**config.mk**
```make
export PLATFORM = sky130hd
export DESIGN_NAME = cpu_control_fsm
export DESIGN_NICKNAME = d
export VERILOG_FILES = /design/src/rtl/cpu_control_fsm_pkg.sv /design/src/rtl/cpu_control_fsm_branch_resolve.sv /design/src/rtl/cpu_control_fsm.sv
export SDC_FILE = /design/constraint.sdc
export NUM_CORES = 1
export LEC_CHECK = 0
export BUFFER_PORTS_ARGS = -buffer_cell sky130_fd_sc_hd__buf_2
export CAP_MARGIN = 20
export CELL_PAD_IN_SITES_DETAIL_PLACEMENT = 1
export CELL_PAD_IN_SITES_GLOBAL_PLACEMENT = 2
export CORE_ASPECT_RATIO = 2
export CORE_MARGIN = 8
export CORE_UTILIZATION = 25
export CTS_CLUSTER_DIAMETER = 200
export DETAILED_ROUTE_END_ITERATION = 10
export PLACE_DENSITY = 0.7
export SLEW_MARGIN = 30
export SYNTH_ARGS = -nofsm -noshare
export SYNTH_HDL_FRONTEND = slang
export SYNTH_SLANG_ARGS = --single-unit
```
**constraint.sdc**
```tcl
create_clock -name clk -period 1.8 [get_ports clk]
set_input_delay 0.36 -clock clk [delete_from_list [all_inputs] [get_ports clk]]
set_output_delay 0.36 -clock clk [all_outputs]
set_load 0.05 [all_outputs]
```
**src/rtl/cpu_control_fsm_pkg.sv**
```systemverilog
// Shared ISA bit indices, sequencer state encodings and writeback-select codes
// for the 8-bit softcore control path.
package cpu_control_fsm_pkg;

    localparam int unsigned ISA_INSTRUCTION_COUNT = 18;

    localparam int unsigned ISA_ADD    = 0;
    localparam int unsigned ISA_ADDI   = 1;
    localparam int unsigned ISA_SH     = 2;
    localparam int unsigned ISA_SHI    = 3;
    localparam int unsigned ISA_NOT    = 4;
    localparam int unsigned ISA_AND    = 5;
    localparam int unsigned ISA_OR     = 6;
    localparam int unsigned ISA_XOR    = 7;
    localparam int unsigned ISA_CPY    = 8;
    localparam int unsigned ISA_CPYPC  = 9;
    localparam int unsigned ISA_LB     = 10;
    localparam int unsigned ISA_SB     = 11;
    localparam int unsigned ISA_JMPADR = 12;
    localparam int unsigned ISA_JMPI   = 13;
    localparam int unsigned ISA_BLT    = 14;
    localparam int unsigned ISA_BGT    = 15;
    localparam int unsigned ISA_BEQ    = 16;
    localparam int unsigned ISA_BNEQ   = 17;

    typedef enum logic [2:0] {
        CTL_IDLE   = 3'd0,
        CTL_FETCH  = 3'd1,
        CTL_DECODE = 3'd2,
        CTL_EXEC   = 3'd3,
        CTL_MEM    = 3'd4,
        CTL_WB     = 3'd5
    } ctl_state_e;

    // Instruction class that must survive past EXEC (MEM direction, WB source).
    typedef enum logic [1:0] {
        CLS_ALU   = 2'd0,
        CLS_CPYPC = 2'd1,
        CLS_LB    = 2'd2,
        CLS_SB    = 2'd3
    } ctl_cls_e;

    localparam logic [1:0] WB_SEL_ALU = 2'b00;
    localparam logic [1:0] WB_SEL_MEM = 2'b01;
    localparam logic [1:0] WB_SEL_PC  = 2'b10;

    // Keeps only the lowest set bit, so the lowest ISA index wins on a malformed vector.
    function automatic logic [ISA_INSTRUCTION_COUNT-1:0] isolate_lowest(
        input logic [ISA_INSTRUCTION_COUNT-1:0] v
    );
        return v & (-v);
    endfunction

endpackage

```
**src/rtl/cpu_control_fsm_branch_resolve.sv**
```systemverilog
// Combinational branch classification: flags whether the (one-hot) instruction is a
// conditional branch and whether its compare condition holds.
module cpu_control_fsm_branch_resolve
    import cpu_control_fsm_pkg::*;
(
    input  logic [ISA_INSTRUCTION_COUNT-1:0] i_instr,
    input  logic                             i_flag_lt,
    input  logic                             i_flag_gt,
    input  logic                             i_flag_eq,
    output logic                             o_is_branch,
    output logic                             o_taken
);

    always_comb begin
        o_is_branch = i_instr[ISA_BLT] | i_instr[ISA_BGT] | i_instr[ISA_BEQ] | i_instr[ISA_BNEQ];
        o_taken     = (i_instr[ISA_BLT]  &  i_flag_lt) |
                      (i_instr[ISA_BGT]  &  i_flag_gt) |
                      (i_instr[ISA_BEQ]  &  i_flag_eq) |
                      (i_instr[ISA_BNEQ] & ~i_flag_eq);
    end

endmodule

```
**src/rtl/cpu_control_fsm.sv**
```systemverilog
// Multi-cycle fetch/decode/execute/memory/writeback sequencer for the 8-bit softcore.
// Optional halt/single-step debug control is built when CPU_DEBUG_STEP_EN is defined.
module cpu_control_fsm
    import cpu_control_fsm_pkg::*;
#(
    parameter int unsigned PC_WIDTH = 8,
    parameter int unsigned RETIRE_W = 16
) (
    input  logic                             clk,
    input  logic                             rst_n,
    input  logic [ISA_INSTRUCTION_COUNT-1:0] instruction_en,
    input  logic                             imem_ack,
    input  logic                             dmem_ack,
    input  logic                             flag_lt,
    input  logic                             flag_gt,
    input  logic                             flag_eq,
`ifdef CPU_DEBUG_STEP_EN
    input  logic                             dbg_halt,
    input  logic                             dbg_step,
`endif
    output logic                             imem_req,
    output logic                             ir_load,
    output logic                             pc_inc,
    output logic                             pc_load,
    output logic                             pc_sel,
    output logic                             exec_en,
    output logic                             dmem_req,
    output logic                             dmem_we,
    output logic                             reg_we,
    output logic [1:0]                       wb_sel,
    output logic [2:0]                       state_o,
    output logic [RETIRE_W-1:0]              retired
);

    if (PC_WIDTH == 0) begin : g_bad_pc_width
        $error("PC_WIDTH must be nonzero");
    end

    ctl_state_e                       r_state, w_state_d, w_resume;
    ctl_cls_e                         r_cls, w_cls_dec, w_cls_d;
    logic [ISA_INSTRUCTION_COUNT-1:0] w_instr;
    logic                             w_is_alu, w_is_cpypc, w_is_lb, w_is_sb;
    logic                             w_is_jmpadr, w_is_jmpi, w_is_branch, w_taken;
    logic                             w_start, w_retire;
    logic                             r_imem_req, r_dmem_req, r_dmem_we, r_reg_we;
    logic [1:0]                       r_wb_sel;
    logic [RETIRE_W-1:0]              r_retired;

    assign w_instr     = isolate_lowest(instruction_en);
    assign w_is_alu    = w_instr[ISA_ADD] | w_instr[ISA_ADDI] | w_instr[ISA_SH] |
                         w_instr[ISA_SHI] | w_instr[ISA_NOT] | w_instr[ISA_AND] |
                         w_instr[ISA_OR] | w_instr[ISA_XOR] | w_instr[ISA_CPY];
    assign w_is_cpypc  = w_instr[ISA_CPYPC];
    assign w_is_lb     = w_instr[ISA_LB];
    assign w_is_sb     = w_instr[ISA_SB];
    assign w_is_jmpadr = w_instr[ISA_JMPADR];
    assign w_is_jmpi   = w_instr[ISA_JMPI];

    cpu_control_fsm_branch_resolve u_branch_resolve (
        .i_instr     (w_instr),
        .i_flag_lt   (flag_lt),
        .i_flag_gt   (flag_gt),
        .i_flag_eq   (flag_eq),
        .o_is_branch (w_is_branch),
        .o_taken     (w_taken)
    );

`ifdef CPU_DEBUG_STEP_EN
    // Halt takes effect at instruction boundaries; a step pulse releases one instruction.
    assign w_start  = !dbg_halt || dbg_step;
    assign w_resume = dbg_halt ? CTL_IDLE : CTL_FETCH;
`else
    assign w_start  = 1'b1;
    assign w_resume = CTL_FETCH;
`endif

    always_comb begin
        if (w_is_lb)         w_cls_dec = CLS_LB;
        else if (w_is_sb)    w_cls_dec = CLS_SB;
        else if (w_is_cpypc) w_cls_dec = CLS_CPYPC;
        else                 w_cls_dec = CLS_ALU;
        w_cls_d = (r_state == CTL_EXEC) ? w_cls_dec : r_cls;
    end

    always_comb begin
        w_state_d = r_state;
        w_retire  = 1'b0;
        case (r_state)
            CTL_IDLE:   if (w_start) w_state_d = CTL_FETCH;
            CTL_FETCH:  if (imem_ack) w_state_d = CTL_DECODE;
            CTL_DECODE: w_state_d = CTL_EXEC;
            CTL_EXEC: begin
                if (w_is_alu || w_is_cpypc) begin
                    w_state_d = CTL_WB;
                end else if (w_is_lb || w_is_sb) begin
                    w_state_d = CTL_MEM;
                end else begin
                    w_state_d = w_resume;
                    w_retire  = 1'b1;
                end
            end
            CTL_MEM: begin
                if (dmem_ack) begin
                    if (r_cls == CLS_LB) begin
                        w_state_d = CTL_WB;
                    end else begin
                        w_state_d = w_resume;
                        w_retire  = 1'b1;
                    end
                end
            end
            CTL_WB: begin
                w_state_d = w_resume;
                w_retire  = 1'b1;
            end
            default:    w_state_d = CTL_IDLE;
        endcase
    end

    // Moore outputs are registered from the next state so they change cleanly on the edge.
    always_ff @(posedge clk or negedge rst_n) begin
        if (!rst_n) begin
            r_state    <= CTL_IDLE;
            r_cls      <= CLS_ALU;
            r_imem_req <= 1'b0;
            r_dmem_req <= 1'b0;
            r_dmem_we  <= 1'b0;
            r_reg_we   <= 1'b0;
            r_wb_sel   <= WB_SEL_ALU;
            r_retired  <= '0;
        end else begin
            r_state    <= w_state_d;
            r_cls      <= w_cls_d;
            r_imem_req <= (w_state_d == CTL_FETCH);
            r_dmem_req <= (w_state_d == CTL_MEM);
            r_dmem_we  <= (w_state_d == CTL_MEM) && (w_cls_d == CLS_SB);
            r_reg_we   <= (w_state_d == CTL_WB);
            if (w_state_d != CTL_WB)        r_wb_sel <= WB_SEL_ALU;
            else if (w_cls_d == CLS_LB)     r_wb_sel <= WB_SEL_MEM;
            else if (w_cls_d == CLS_CPYPC)  r_wb_sel <= WB_SEL_PC;
            else                            r_wb_sel <= WB_SEL_ALU;
            if (w_retire) r_retired <= r_retired + RETIRE_W'(1);
        end
    end

    assign imem_req = r_imem_req;
    assign ir_load  = (r_state == CTL_FETCH) && imem_ack;
    assign pc_inc   = (r_state == CTL_FETCH) && imem_ack;
    assign exec_en  = (r_state == CTL_EXEC) && (w_is_alu || w_is_cpypc);
    assign pc_load  = (r_state == CTL_EXEC) && (w_is_jmpadr || w_is_jmpi || w_taken);
    assign pc_sel   = (r_state == CTL_EXEC) && (w_is_jmpi || w_taken);
    assign dmem_req = r_dmem_req;
    assign dmem_we  = r_dmem_we;
    assign reg_we   = r_reg_we;
    assign wb_sel   = r_wb_sel;
    assign state_o  = r_state;
    assign retired  = r_retired;

endmodule
```
; Word level (Yosys, flattened, before mapping)
; Cells that the tools add are included.
[op_classes]
bitwise = 17
reduce_logical = 12
n_addsub = 2
n_mux = 18
shift = 0
order_cmp = 0
n_div = 0
multipliers = 0
n_eq_ne = 13
[op_table]
columns = op, n
row1 = AND 18 bit, 1
row2 = negator 18 bit, 1
row3 = adder 16 x 1 -> 16 bit (second input constant), 1
row4 = two-way mux 3 bit, 5
row5 = one-hot mux 3 bit (5 select lines), 1
row6 = == test 3 bit (second input constant), 4
row7 = two-way mux 2 bit, 6
row8 = OR 1 bit, 11
row9 = == test 2 bit (second input constant), 3
row10 = == test 3 x 1 -> 1 bit (second input constant), 2
row11 = == test 3 x 2 -> 1 bit (second input constant), 2
row12 = logical AND 1 bit, 5
row13 = logical OR 1 bit, 5
row14 = two-way mux 1 bit, 5
row15 = AND 1 bit, 4
row16 = zero test 3 bit, 1
row17 = != test 3 bit (second input constant), 1
row18 = one-hot mux 1 bit (3 select lines), 1
row19 = == test 2 x 1 -> 1 bit (second input constant), 1
row20 = OR reduction 2 bit, 1
row21 = inverter 1 bit, 1
[word_totals]
mem_count = 0
mem_bits_rw = 0
romBits = 0
latchBits = 0
inputBits = 25
ff_bits = 27
word_cells = 70
output_inout_bits = 30

; Longest topological paths before layout
[logic_depth]
depth_word = 15
ltp_mapped = 6
ltp_nobuf = 5

; Cells and area by module
; Synthesis repeated with hierarchy kept, for this count alone.
[unflattened]
hier_cells = 156
area_unflattened_um2 = 1586.5
[by_module_without_submodules]
columns = module, cells_each, area_each_um2, n_inst, seq_area_each_um2
row1 = cpu_control_fsm, 152, 1557.7, 1, 675.6
row2 = cpu_control_fsm_branch_resolve, 4, 28.8, 1, 0.0

; Worst setup path before layout
; Ideal clock, no wire load.
[synth_path]
path_type = register -> output
startpoint = reg r_state[0] (netlist: state_o[0])
endpoint = out pc_inc
required_time_ns = 1.440
t_arrival_ns = 2.402
n_path_buf = 1
stages_incl_launch_ff = 4
slack_ns = -0.962
cell_sequence = dfrtp_1 -> nand2_1 -> nor3_1 -> buf_4
[synth_between]
elab_chain_len = 2
[synth_lines]
columns = element, line_no
row1 = start: declaration, cpu_control_fsm.sv:39  ; ctl_state_e r_state, w_state_d, w_resume;
row2 = start signal: assignment, cpu_control_fsm.sv:132  ; r_state <= w_state_d;
row3 = == test 3 x 1 -> 1 bit, n/a
row4 = logical AND 1 bit, n/a
row5 = end: declaration, cpu_control_fsm.sv:23  ; output logic pc_inc,
; No other way between the ends.

; Worst setup path in the final report
[layout_path]
startpoint = in instruction_en[1]
endpoint = out pc_sel
[layout_between]
elab_chain_len = 8
word_cells_on_any_way = 11
classes_between = add/sub (1) / bitwise (8) / reduce/logical (2)
[layout_lines]
columns = element, line_no
row1 = start: declaration, cpu_control_fsm.sv:11  ; input logic [ISA_INSTRUCTION_COUNT-1:0] instruction_en,
row2 = negator 18 bit (*), cpu_control_fsm_pkg.sv:51  ; return v & (-v);
row3 = AND 18 bit (*), cpu_control_fsm_pkg.sv:51
row4 = AND 1 bit (on tied branches), "cpu_control_fsm_branch_resolve.sv:16, cpu_control_fsm_branch_resolve.sv:17"
row5 = OR 1 bit, cpu_control_fsm_branch_resolve.sv:16  ; o_taken = (i_instr[ISA_BLT] & i_flag_lt) |
row6 = OR 1 bit, cpu_control_fsm_branch_resolve.sv:17  ; (i_instr[ISA_BGT] & i_flag_gt) |
row7 = OR 1 bit, cpu_control_fsm_branch_resolve.sv:18  ; (i_instr[ISA_BEQ] & i_flag_eq) |
row8 = logical OR 1 bit (*), cpu_control_fsm.sv:151  ; assign pc_sel = (r_state == CTL_EXEC) && (w_is_jmpi || w_taken);
row9 = logical AND 1 bit (*), cpu_control_fsm.sv:151
row10 = end: declaration, cpu_control_fsm.sv:25  ; output logic pc_sel,
; Mark *: on every way between the ends. The rest lies on a longest branch, timed or not.

==> qor.yml <==
layout:
  nNetsFinal: 230
  num_antenna_cells: 0
  area_delta_synth_final_pct: 55.6
  fin_area_um2: 2060
  fin_util: 0.401
  drive_gt1_frac: 0.512
  instances_no_fill: 261
floorplanning:
  ios: 55
  coreArea_um2: 5140
  die_x_um: 67.5
  start_util: 0.258
  die-area_um2: 8030
  rows: 37
  die_h_um: 119
detailed_routing:
  first_pass_iters: 4
  drt-initial-drc-count: 38
  drc: 0
  route.vias.total: 1275
  postRouteAntennaNets: 0
  wl_um: 4150
  viasPerCell: 4.89
  wl_per_cell_um: 15.9
worst_setup_path:
  r2r_end: "wb_sel[1]"
  critical_path_class: "in2out"
  reg2reg_depth: 6
  setup.worst_path.start_class: "input port"
  cp_slowest_cell: "or4_4"
  cp_slowest_stage_delay_ns: 0.57
  r2r_setup_slack_ns: 0.07
  crit_chain: "buf_6 > or4_4 > nor3_4 > nand3_4 > nor3_4 > buf_6"
  required_ns: 1.44
  cp_max_fo: 3
  critPathCaptureType: "output port"
  r2r_start: "state_o[0]"
  arrival_ns: 1.74
sta:
  slew-limit-headroom: 0.550
  skew_ns: 0.00279
  fmax_mhz: 475
  fin_ws_ns: -0.304
  fin_crit_sh: 1.17
  hold_ws_ns: 0.0787
  final-setup-viol-count: 19
  hold_viol_final: 0
  finalCriticalPeriod_ns: 2.10
  tightest_slew_ns: 0.670
  slew_viol_final: 0
  rsz0062_at_grt: "yes"
yosys:
  synth-async-reset-ratio: 1.00
  synthTopCellsByArea: "dfrtp_1, xnor2_1, nand3_1"
  yosys_warnings: 0
  synth_cell_types: 35
  synth_compound_area_frac: 0.0859
  muxShareOfSynthArea: 0.0170
  syn_inst: 124
  yosysMostFrequentCell: "dfrtp_1"
  syn_avg_cell_area_um2: 10.7
  synth_top_family_by_area: "simple AND/OR/NAND/NOR gates"
  synth_edf_count: 0
  yosys.area.top_type_share: 0.510
  syn_nets: 150
  yosysSeqAreaShare: 0.510
  yosys.area.top_type: "dfrtp_1"
  synth_xor_area_frac: 0.0992
  synth_seq_cells: 27
  synthTopCellsByCount: "dfrtp_1, xnor2_1, nand3_1"
  syn-cell-area_um2: 1330
  synthSimpleGateAreaFrac: 0.242
  ys.flop_type: "dfrtp_1"
  synth_fa_ha_area_frac: 0.00944
min_path:
  hp-class: "in2async"
power:
  pwr-share-clk: 0.136
  p_leak_nw: 1.03
  netSwitchingFraction: 0.461
  pwr-share-comb: 0.541
  netSwitchingPower_mw: 1.17
  vdd_drop_max_uv: 1040
  power_mw: 2.54
  power_density_nw_per_um2: 1230
  p_int_mw: 1.37
  sequentialPowerShare: 0.324
clock_tree:
  clockBufferDepth: 2
  clockRootBuffer: "clkbuf_8"
  insertion_delay_ns: 0.27
  cts_sinks: 27
  cts_hold_buffers: 0
  cts_buffers: 3
  path_clk_slew_ns: 0.09
  tritoncts: "yes"
  htreeDepth: 1
global_routing:
  grt_max_degree: 28
  grt_pass1_vias: 1513
  grt_usage: 0.110
  grt-ovfl-total: 0
  grt_pass1_wl_um: 6980
  antenna_found_initial: 0
flow_run:
  cap_violations: 0
run_status:
  violations: "negative setup slack"
  outcome: "complete, but fails checks"
placement:
  globalplace.congestion: 0.749
  dpl.cell_count: 250
  portBuffers: 54
  placed_area_um2: 1850
  hpwl_um: 3440
-- stage by stage --
step / setup WS (ns) / TNS [ns]
floorplan: -0.326 / -3.33
global placement: -0.418 / -5.98
detailed placement: -0.440 / -6.83
CTS: -0.300 / -2.00
global route: -0.354 / -3.68
finish: -0.304 / -2.12
-- worst max-delay path by stage --
stage                      start     end  slack [ns]  cells past startpoint
2_1_floorplan  instruction_en[6]  pc_sel       -0.33                      4
4_1_cts        instruction_en[1]  pc_sel       -0.30                      6
3_5_place_dp   instruction_en[6]  pc_sel       -0.44                      6
5_1_grt        instruction_en[1]  pc_sel       -0.35                      6
3_3_place_gp   instruction_en[6]  pc_sel       -0.42                      6
6_report       instruction_en[1]  pc_sel       -0.30                      6
-- sequential cells by signal, summed over array words and instances (netlist names) --
register	count
retired	16
state_o	3
r_cls	2
wb_sel	2
dmem_req	1
dmem_we	1
imem_req	1
reg_we	1
-- logic make-up after synthesis --
kind of cell,after synthesis
fa+ha+maj,1
simple gates,53
mux,2
compound gates,17
xor+xnor,15
buf+inv,9
flops,27
-- critical path: cells and delay by family --
kind / cells / cell delay (ns)
simple gates: 4 / 1.12
buf+inv: 2 / 0.27
-- power by group through the flow --
stage / combinational, mW / clock (mW) / sequential [mW]
floorplan: 0.439 / 0 / 1.21
global placement: 1.22 / 0 / 0.818
detailed placement: 1.24 / 0 / 0.824
CTS: 1.28 / 0.364 / 0.813
global route: 1.47 / 0.386 / 0.840
finish: 1.37 / 0.345 / 0.822
-- cell type report --
| class | instances | area [um2] |
|---|---|---|
| inverter | 5 | 18.8 |
| multi-input combinational | 88 | 717 |
| tap | 58 | 72.6 |
| sequential | 27 | 678 |
| timing repair buffer | 79 | 527 |
| clock buffer | 3 | 41.3 |
| clock inverter | 1 | 7.51 |
| fill | 595 | 3080 |
-- metal layers --
metal,share of wire,up-vias,track usage
met3,0.084,5,0.0319
met4,0.015,0,0.0395
met5,0,-,0
li1,-,598,-
met2,0.59,47,0.213
met1,0.31,625,0.0973
-- cell usage in the layout, fill, tap and decap left out, types with 5 or more instances in the layout --
master,count
buf_2,48
dfrtp_1,25
buf_4,20
xnor2_1,13
buf_6,9
nand3_1,7
and3_1,7
a21oi_1,6
nand4_1,6
nand2_1,5
nor2_1,5
inv_1,5
-- repair_timing --
item | CTS | global route
pin swaps | 4 | 2
resized for setup | 9 | 21
endpoints found under the setup margin | 17 | 24
buffers inserted | 4 | 4
Power figures use the tool's default switching activity.
